===== src/rtl/battle_pkg.sv =====
// Shared constants and arithmetic helpers for the battle engine.
// The helpers work on a fixed 32-bit internal width. Callers resize the
// result to their own widths, which are expected to be at most 32 bits.
package battle_pkg;

    localparam int unsigned CALC_W = 32;

    localparam logic [2:0] S_LOAD    = 3'd0;
    localparam logic [2:0] S_CALC1   = 3'd1;
    localparam logic [2:0] S_APPLY1  = 3'd2;
    localparam logic [2:0] S_CALC2   = 3'd3;
    localparam logic [2:0] S_APPLY2  = 3'd4;
    localparam logic [2:0] S_VICTORY = 3'd5;
    localparam logic [2:0] S_LOSS    = 3'd6;

    // Saturating subtract: HP bottoms out at zero and never wraps.
    function automatic logic [CALC_W-1:0] sat_sub(input logic [CALC_W-1:0] hp,
                                                  input logic [CALC_W-1:0] dmg);
        return (hp > dmg) ? (hp - dmg) : '0;
    endfunction

    // Clamp a raw damage product to the largest value an hp_w-bit register can hold.
    function automatic logic [CALC_W-1:0] clamp_dmg(input logic [CALC_W-1:0] product,
                                                    input int unsigned       hp_w);
        logic [CALC_W-1:0] max_v;
        if (hp_w >= CALC_W) begin
            max_v = '1;
        end else begin
            max_v = (CALC_W'(1) << hp_w) - CALC_W'(1);
        end
        return (product > max_v) ? max_v : product;
    endfunction

endpackage


===== src/rtl/battle_damage_unit.sv =====
// Damage datapath shared by both attackers.
// It registers the clamped power*multiplier product during a CALC state.
// It also provides the saturated defender HP that results from applying that damage.
module battle_damage_unit
    import battle_pkg::*;
#(
    parameter int unsigned HP_W  = 8,
    parameter int unsigned PWR_W = 4,
    parameter int unsigned MUL_W = 2
) (
    input  logic             clk,
    input  logic             resetn,
    input  logic             calc_en,
    input  logic             clear,
    input  logic [PWR_W-1:0] pwr,
    input  logic [MUL_W-1:0] mul,
    input  logic [HP_W-1:0]  hp_in,
    output logic [HP_W-1:0]  dmg,
    output logic [HP_W-1:0]  hp_out
);

    localparam int unsigned PROD_W = PWR_W + MUL_W;

    logic [PROD_W-1:0] product;

    // Both operands are widened to the full product width, so the product is never truncated.
    assign product = {{MUL_W{1'b0}}, pwr} * {{PWR_W{1'b0}}, mul};

    // Register the clamped damage for the attack being resolved.
    always_ff @(posedge clk or negedge resetn) begin
        if (!resetn) begin
            dmg <= '0;
        end else if (clear) begin
            dmg <= '0;
        end else if (calc_en) begin
            dmg <= HP_W'(clamp_dmg(CALC_W'(product), HP_W));
        end
    end

    // Defender HP after the registered damage is applied.
    assign hp_out = HP_W'(sat_sub(CALC_W'(hp_in), CALC_W'(dmg)));

endmodule


===== src/rtl/battle_engine.sv =====
// Turn-based battle controller for one player and one AI combatant.
// It latches both moves on a go edge and resolves the first attacker.
// If that attack does not end the battle, it then resolves the second attacker.
//
// Control inputs:
//  go       - level input; only its rising edge (seen in S_LOAD) starts a round.
//             Edges that arrive in any other state are dropped, not queued.
//  new_game - single-cycle pulse; it overrides everything and restarts on the next edge.
module battle_engine
    import battle_pkg::*;
#(
    parameter int unsigned HP_W    = 8,
    parameter int unsigned PWR_W   = 4,
    parameter int unsigned MUL_W   = 2,
    parameter int unsigned HP_INIT = 100
) (
    input  logic             clk,
    input  logic             resetn,
    input  logic             go,
    input  logic             new_game,
    input  logic [PWR_W-1:0] p_pwr,
    input  logic [MUL_W-1:0] p_mul,
    input  logic [PWR_W-1:0] a_pwr,
    input  logic [MUL_W-1:0] a_mul,
    input  logic             p_first,
    output logic [HP_W-1:0]  p_hp,
    output logic [HP_W-1:0]  a_hp,
    output logic [HP_W-1:0]  last_dmg,
    output logic [2:0]       state_o,
    output logic             busy,
    output logic             victory,
    output logic             loss
);

    localparam logic [HP_W-1:0] HP_START = HP_W'(HP_INIT);

    logic [2:0]       state;
    logic [2:0]       state_nxt;
    logic             go_q;
    logic             go_rise;

    logic [PWR_W-1:0] mv_p_pwr;
    logic [MUL_W-1:0] mv_p_mul;
    logic [PWR_W-1:0] mv_a_pwr;
    logic [MUL_W-1:0] mv_a_mul;
    logic             mv_p_first;

    logic             first_half;
    logic             atk_is_p;
    logic             calc_en;
    logic             apply_en;
    logic [PWR_W-1:0] atk_pwr;
    logic [MUL_W-1:0] atk_mul;
    logic [HP_W-1:0]  def_hp;
    logic [HP_W-1:0]  dmg;
    logic [HP_W-1:0]  def_hp_new;

    assign go_rise = go & ~go_q;

    // Track the previous go level for edge detection; this runs in every state.
    always_ff @(posedge clk or negedge resetn) begin
        if (!resetn) begin
            go_q <= 1'b0;
        end else begin
            go_q <= go;
        end
    end

    // The first half of the round belongs to the latched first attacker.
    // The second half belongs to the other combatant.
    assign first_half = (state == S_CALC1) || (state == S_APPLY1);
    assign atk_is_p   = first_half ? mv_p_first : ~mv_p_first;
    assign calc_en    = (state == S_CALC1) || (state == S_CALC2);
    assign apply_en   = (state == S_APPLY1) || (state == S_APPLY2);
    assign atk_pwr    = atk_is_p ? mv_p_pwr : mv_a_pwr;
    assign atk_mul    = atk_is_p ? mv_p_mul : mv_a_mul;
    assign def_hp     = atk_is_p ? a_hp : p_hp;

    battle_damage_unit #(
        .HP_W  (HP_W),
        .PWR_W (PWR_W),
        .MUL_W (MUL_W)
    ) u_dmg (
        .clk     (clk),
        .resetn  (resetn),
        .calc_en (calc_en),
        .clear   (new_game),
        .pwr     (atk_pwr),
        .mul     (atk_mul),
        .hp_in   (def_hp),
        .dmg     (dmg),
        .hp_out  (def_hp_new)
    );

    // Round sequencing. A KO in either APPLY state ends the battle immediately.
    always_comb begin
        state_nxt = state;
        case (state)
            S_LOAD:    if (go_rise) state_nxt = S_CALC1;
            S_CALC1:   state_nxt = S_APPLY1;
            S_APPLY1:  if (def_hp_new == '0) state_nxt = atk_is_p ? S_VICTORY : S_LOSS;
                       else                  state_nxt = S_CALC2;
            S_CALC2:   state_nxt = S_APPLY2;
            S_APPLY2:  if (def_hp_new == '0) state_nxt = atk_is_p ? S_VICTORY : S_LOSS;
                       else                  state_nxt = S_LOAD;
            S_VICTORY: state_nxt = S_VICTORY;
            S_LOSS:    state_nxt = S_LOSS;
            default:   state_nxt = S_LOAD;
        endcase
    end

    // State and HP registers. new_game overrides any transition or update in flight.
    always_ff @(posedge clk or negedge resetn) begin
        if (!resetn) begin
            state    <= S_LOAD;
            p_hp     <= HP_START;
            a_hp     <= HP_START;
            last_dmg <= '0;
        end else if (new_game) begin
            state    <= S_LOAD;
            p_hp     <= HP_START;
            a_hp     <= HP_START;
            last_dmg <= '0;
        end else begin
            state <= state_nxt;
            if (apply_en) begin
                last_dmg <= dmg;
                if (atk_is_p) a_hp <= def_hp_new;
                else          p_hp <= def_hp_new;
            end
        end
    end

    // Move latch. Once a round has started, the inputs may change freely.
    always_ff @(posedge clk or negedge resetn) begin
        if (!resetn) begin
            mv_p_pwr   <= '0;
            mv_p_mul   <= '0;
            mv_a_pwr   <= '0;
            mv_a_mul   <= '0;
            mv_p_first <= 1'b0;
        end else if (!new_game && (state == S_LOAD) && go_rise) begin
            mv_p_pwr   <= p_pwr;
            mv_p_mul   <= p_mul;
            mv_a_pwr   <= a_pwr;
            mv_a_mul   <= a_mul;
            mv_p_first <= p_first;
        end
    end

    assign state_o = state;
    assign busy    = calc_en || apply_en;
    assign victory = (state == S_VICTORY);
    assign loss    = (state == S_LOSS);

endmodule


===== config.mk =====
export PLATFORM = sky130hd
export DESIGN_NAME = battle_engine
export DESIGN_NICKNAME = d
export VERILOG_FILES = /design/src/rtl/battle_pkg.sv /design/src/rtl/battle_damage_unit.sv /design/src/rtl/battle_engine.sv
export SDC_FILE = /design/constraint.sdc
export NUM_CORES = 1
export LEC_CHECK = 0
export ABC_AREA = 1
export CAP_MARGIN = 25
export CORE_UTILIZATION = 57
export CTS_CLUSTER_DIAMETER = 200
export DETAILED_ROUTE_END_ITERATION = 10
export HOLD_SLACK_MARGIN = 0.05
export PLACE_DENSITY_LB_ADDON = 0.15
export SETUP_SLACK_MARGIN = 0.15
export SLEW_MARGIN = 25
export SYNTH_ARGS = -nofsm -noshare
export SYNTH_HDL_FRONTEND = slang
export SYNTH_SLANG_ARGS = --single-unit

===== constraint.sdc =====
create_clock -name clk -period 5.9 [get_ports clk]
set_input_delay 1.475 -clock clk [delete_from_list [all_inputs] [get_ports clk]]
set_output_delay 1.475 -clock clk [all_outputs]
set_load 0.05 [all_outputs]

* Word level (Yosys, flattened, before mapping)
Index checks and enable logic that the tools add are counted.
Widths: inputs -> output; s select.
** Storage, ports and cells
- Bits in latches :: 0
- Flip-flop bits (word level) :: 49
- Memories kept :: 0
- Memory bits (writable) :: 0
- Word-level logic and storage cells :: 64
- Output and inout port bits :: 30
- ROM bits :: 0
** Cells by class
- Bitwise operators :: 3
- Reduce and logical (&&, ||, !) cells :: 14
- Multiplexer cells :: 24
- $lt $le $gt $ge :: 2
- Multiply operators :: 1
- Eq/ne operators :: 8
- $add $sub $neg :: 1
- Divide/modulo/power cells :: 0
- Shift-type cells :: 0
** Operators with widths (count)
- $mux 8 :: 13
- $mux 32 :: 2
- $gt 6x32->1 :: 1
- $pmux 3 s7 :: 1
- $mux 3 :: 4
- $eq 3x3->1 const B :: 3
- $gt 8x8->1 :: 1
- $logic_not 8->1 :: 1
- $sub 8x8->8 :: 1
- $eq 3x2->1 const B :: 2
- $mul 4x2->6 :: 1
- $reduce_bool 2->1 :: 3
- $logic_or 1x1->1 :: 4
- $mux 2 :: 2
- $mux 4 :: 1
- $reduce_and 2->1 :: 2
- $eq 3x1->1 const B :: 1
- $logic_not 3->1 :: 1
- $ne 3x3->1 const B :: 1
- $logic_and 1x1->1 :: 2
- $ne 2x2->1 const B :: 1
- $not 1->1 :: 2
- $and 1x1->1 :: 1
- $logic_not 1->1 :: 1
- $mux 1 :: 1

* Depth between registers and ports, before layout
- Depth in word-level cells :: 10
- Depth in mapped cells :: 26

* Cells and area by module
A second synthesis with hierarchy kept.
** Second synthesis, totals
- Cell total of the unflattened synthesis :: 377
- Area, all modules :: 2899.0 um^2
** By module, submodules not included
- battle_engine :: instances 1, cells an instance 253, area an instance 2103.3 um^2
- battle_damage_unit :: instances 1, cells an instance 124, area an instance 795.8 um^2

* Worst setup path before layout
OpenSTA, ideal clock, no wires.
- Path type :: register to output
- Start point :: register state[0] (netlist: state_o[0])
- End point :: output port victory
- Path slack :: 2418 ps
- Buffers on the path :: 1
- Cell stages (with the launch flop) :: 4
- Arrival time :: 2007 ps
- Cells stage by stage :: dfrtp_1 -> buf_6 -> clkinv_4 -> nor3_1
** On the way
- Longest elaborated chain between the ends :: 1
** RTL lines
- from (decl) :: line battle_engine.sv:37 : logic [2:0] state;
- from (signal assigned) :: line battle_engine.sv:125 : state <= state_nxt;
- $eq 3x3->1 :: line battle_engine.sv:153 : assign victory = (state == S_VICTORY);
- to (decl) :: line battle_engine.sv:31 : output logic victory,
No other way between the ends.

* Worst setup path in the final report
- Start point :: register state[0] (netlist: state_o[0])
- End point :: output port busy
** On the way
- Longest elaborated chain between the ends :: 3
- Elaborated cells on any way between the ends :: 7
** RTL lines
- $eq 3x1->1 (tied with other cells) :: line battle_engine.sv:73 : assign calc_en = (state == S_CALC1) || (state == S_CALC2);
- $logic_or 1x1->1 (on tied branches) :: line battle_engine.sv:73, battle_engine.sv:74
- $logic_or 1x1->1 (*) :: line battle_engine.sv:152 : assign busy = calc_en || apply_en;
- to (decl) :: line battle_engine.sv:30 : output logic busy,
Every way passes the cells marked *; elsewhere a longest branch is shown, timed or not.

==> out/results.txt <==
outcome -> complete, no violations
fin. max-slew vios -> 0
top-count cell post-synth -> nand2_1
synth warn -> 0
Clk Latency, worst-skew pair -> 0.29 ns
worst endpoint required time -> 4.43 ns
Seq cells post-synth -> 45
I/O Pins -> 47
CTS Hold Bufs -> 0
max_cap viols -> 0
maximum vdd drop -> 0.4062 mV
sequential-to-total area share from yosys stat -> 42.88%
initial antenna violation count -> 0
vias in the first global route -> 2236
CTS Sinks -> 45
Worst R2R Setup Slack -> 2.21 ns
Placer Congestion -> 0.8484
fmax -> 261.7 MHz
Worst Path Class, Setup -> reg -> out
Iteration-0 DRC Markers -> 127
Die Height -> 70.11 microns
simple-gate share of the synthesized area -> 23.10%
Reg-to-Reg End -> state_o[1]
Critical path origin -> state_o[0]
worst-path cell chain -> clkinv_4 -> nand3_2 -> nand2_1 -> clkinv_1 -> nand2_1 -> clkdlybuf4s50_1
number of diodes -> 0
nets -> 386
CP top delay family -> buffers and inverters
die area -> 4915 sq um
clock-pin slew on the worst setup and hold paths -> 0.09 ns
Root Driver -> clkbuf_8
Crit path top cell by count -> nand2_1
FF-to-FF Start -> state_o[0]
detailed-route DRC error count -> 0
Hold Vio Cnt, Final -> 0
Design Area, Final -> 3194 sq um
FF/Latch Area -> 1134 sq um
pin count of the biggest net entering global routing -> 46
worst clock skew -> 0.009016 ns
area of the multi-input gates -> 1276 sq um
total core area -> 4414 sq um
Hold Crit Depth -> 1
IO buf count -> 44
Worst Reg-to-Reg Cells -> 22
total wire length -> 5583 microns
hold path endpoint -> mv_a_pwr[2]
RSZ-0062 raised after global routing -> no
post-synthesis compound-gate area fraction -> 10.79%
TritonRoute pass-1 iters -> 4
Max Fanout on Critical Path -> 9
Post-DRT Antenna Nets -> 0
max incr delay on CP -> 0.80 ns
Die X -> 70.11 microns
Post-CTS Resized -> 0
Main synth FF type -> dfrtp_1
CTS H-tree depth -> 2
Post-Syn Area -> 2644 sq um
placed inst area -> 3095 sq um
EDFF count, synth -> 0
Cells after Synth -> 315
CTS tree -> built
layout cells sized above 1 -> 12.81%
wire per inst -> 13.58 microns
Post-synth top cells -> 59 x nand2_1, 44 x inv_1, 39 x dfrtp_1, 26 x o21ai_0, 24 x nor2_1
gr usage total -> 24.94%
share of flip-flops with an asynchronous set or reset -> 100.0%
area grow syn2layout -> 20.82%
first-pass GRT wire length -> 9729 microns
Fillers -> 361
initial core utilization -> 59.89%
XOR/XNOR Fraction of Synth Area -> 1.656%
final setup vio count -> 0
hold_ws -> 0.5125 ns
Setup Total Neg Slack -> 0 ns
Worst-Margin Slew -> 0.9279 ns
Yosys top cell area share -> 36.91%
Distinct cells, synth -> 39
area leader, netlist -> dfrtp_1
Num CTS Buffers -> 5
mux cell area share after synthesis -> 6.673%
Cell Pwr Density -> 635.2 nW/um^2
row cnt -> 24
area share of fa/ha/maj cells after synthesis -> 5.774%
synthesized area per cell -> 8.393 sq um
Startpoint Class -> flop
dpl hpwl -> 4204 microns
relative slew slack -> 37.72%
Vias -> 2285
Hold WC Path Type -> reg -> reg
worst path bufs/invs -> 3
Crit. End Element -> primary output
crit path time final -> 3.822 ns
LEAKAGE -> 0.001541 uW
Synth area leaders -> dfrtp_1 37%, nand2_1 8.4%, inv_1 6.2%
HP Start -> mv_a_pwr[2]
largest family of logic cells by synthesized area -> simple AND/OR/NAND/NOR gates
Longest Clk Path Bufs -> 2
total gr overflow -> 0
Crit path arrival time -> 2.35 ns
critical path's slowest cell -> clkdlybuf4s50_1
Via density -> 5.560
final worst-path cycle share -> 64.77%
Post-CTS Repair Setup Buffers -> 0
-- metal layers --
metal | vias up | global-route usage, % | part of all wire (%)
li1 | 1113 | - | -
met1 | 1089 | 33.08 | 45
met2 | 73 | 41.88 | 49
met3 | 10 | 3.319 | 4.7
met4 | 0 | 9.111 | 1.6
met5 | - | 0 | 0
-- how the worst max path moves through the flow --
stage,cells past startpoint,slack (ns),to
5_1_grt,22,1.84,state_o[1]
3_5_place_dp,4,2.10,a_hp[1]
6_report,6,2.08,busy
2_1_floorplan,3,2.42,victory
3_3_place_gp,4,2.19,a_hp[0]
4_1_cts,6,2.06,busy
-- registers in the layout (all words and copies together), names as in the netlist --
| signal | flops |
|---|---|
| mv_a_pwr | 4 |
| p_hp | 8 |
| u_dmg.dmg | 6 |
| last_dmg | 6 |
| go_q | 1 |
| mv_p_first | 1 |
| state_o | 3 |
| a_hp | 8 |
| mv_p_mul | 2 |
| mv_p_pwr | 4 |
| mv_a_mul | 2 |
-- cell usage in the layout, fill, tap and decap left out, types with 3 or more instances in the layout --
cell type,count
dfstp_2,6
ha_1,9
mux2_2,13
nor3_1,3
clkdlybuf4s50_1,43
o21ai_1,3
nand3_1,21
nand2_1,59
inv_1,44
nand3_2,5
xnor2_1,4
nand4_1,4
nand2_2,4
a21oi_1,12
clkbuf_8,6
dfrtp_1,39
nor2_1,24
mux2i_1,3
o21ai_0,26
a31oi_1,4
-- through the flow --
step           util [%]  total power [uW]  std cells  setup slack, ns
6_report          72.36              2029        411            2.078
5_1_grt           72.36              2214        411            1.838
4_1_cts           72.31              2032        411            2.064
3_5_place_dp      70.12              1830        403            2.102
3_3_place_gp      70.12              1789        403            2.190
2_1_floorplan         -              1527        316            2.418
-- power breakdown --
group | internal [uW] | switching [uW]
sequential | 421 | 62.2
clock | 94.9 | 100
combinational | 482 | 869
total | 998 | 1030
-- worst reg2reg max path: cells and delay by family, from the launching register on --
kind            cells  cell delay [ns]
fa+ha+maj           1             0.43
buf+inv             5             0.56
flops               1             0.60
compound gates      2             0.57
simple gates       14             1.41
-- final cells by class --
type / count / share of cell area (%)
well taps: 52 / 2.037
flip-flops and latches: 45 / 35.49
clock buffers: 6 / 2.585
multi-input cells: 214 / 39.95
repair buffers: 44 / 13.71
clock inverters: 2 / 0.4309
inverters: 48 / 5.797
-- cell families (layout without fill, tap and decap cells) --
logic type	count (synthesis)	in the layout
buffers and inverters	57	100
and+or+nand+nor	128	128
AOI/OAI and AO/OA	52	52
muxes	16	16
other	1	2
DFF	45	45
adders and majority gates	11	11
xor gates and xnor gates	5	5
Power figures use the tool's default switching activity.
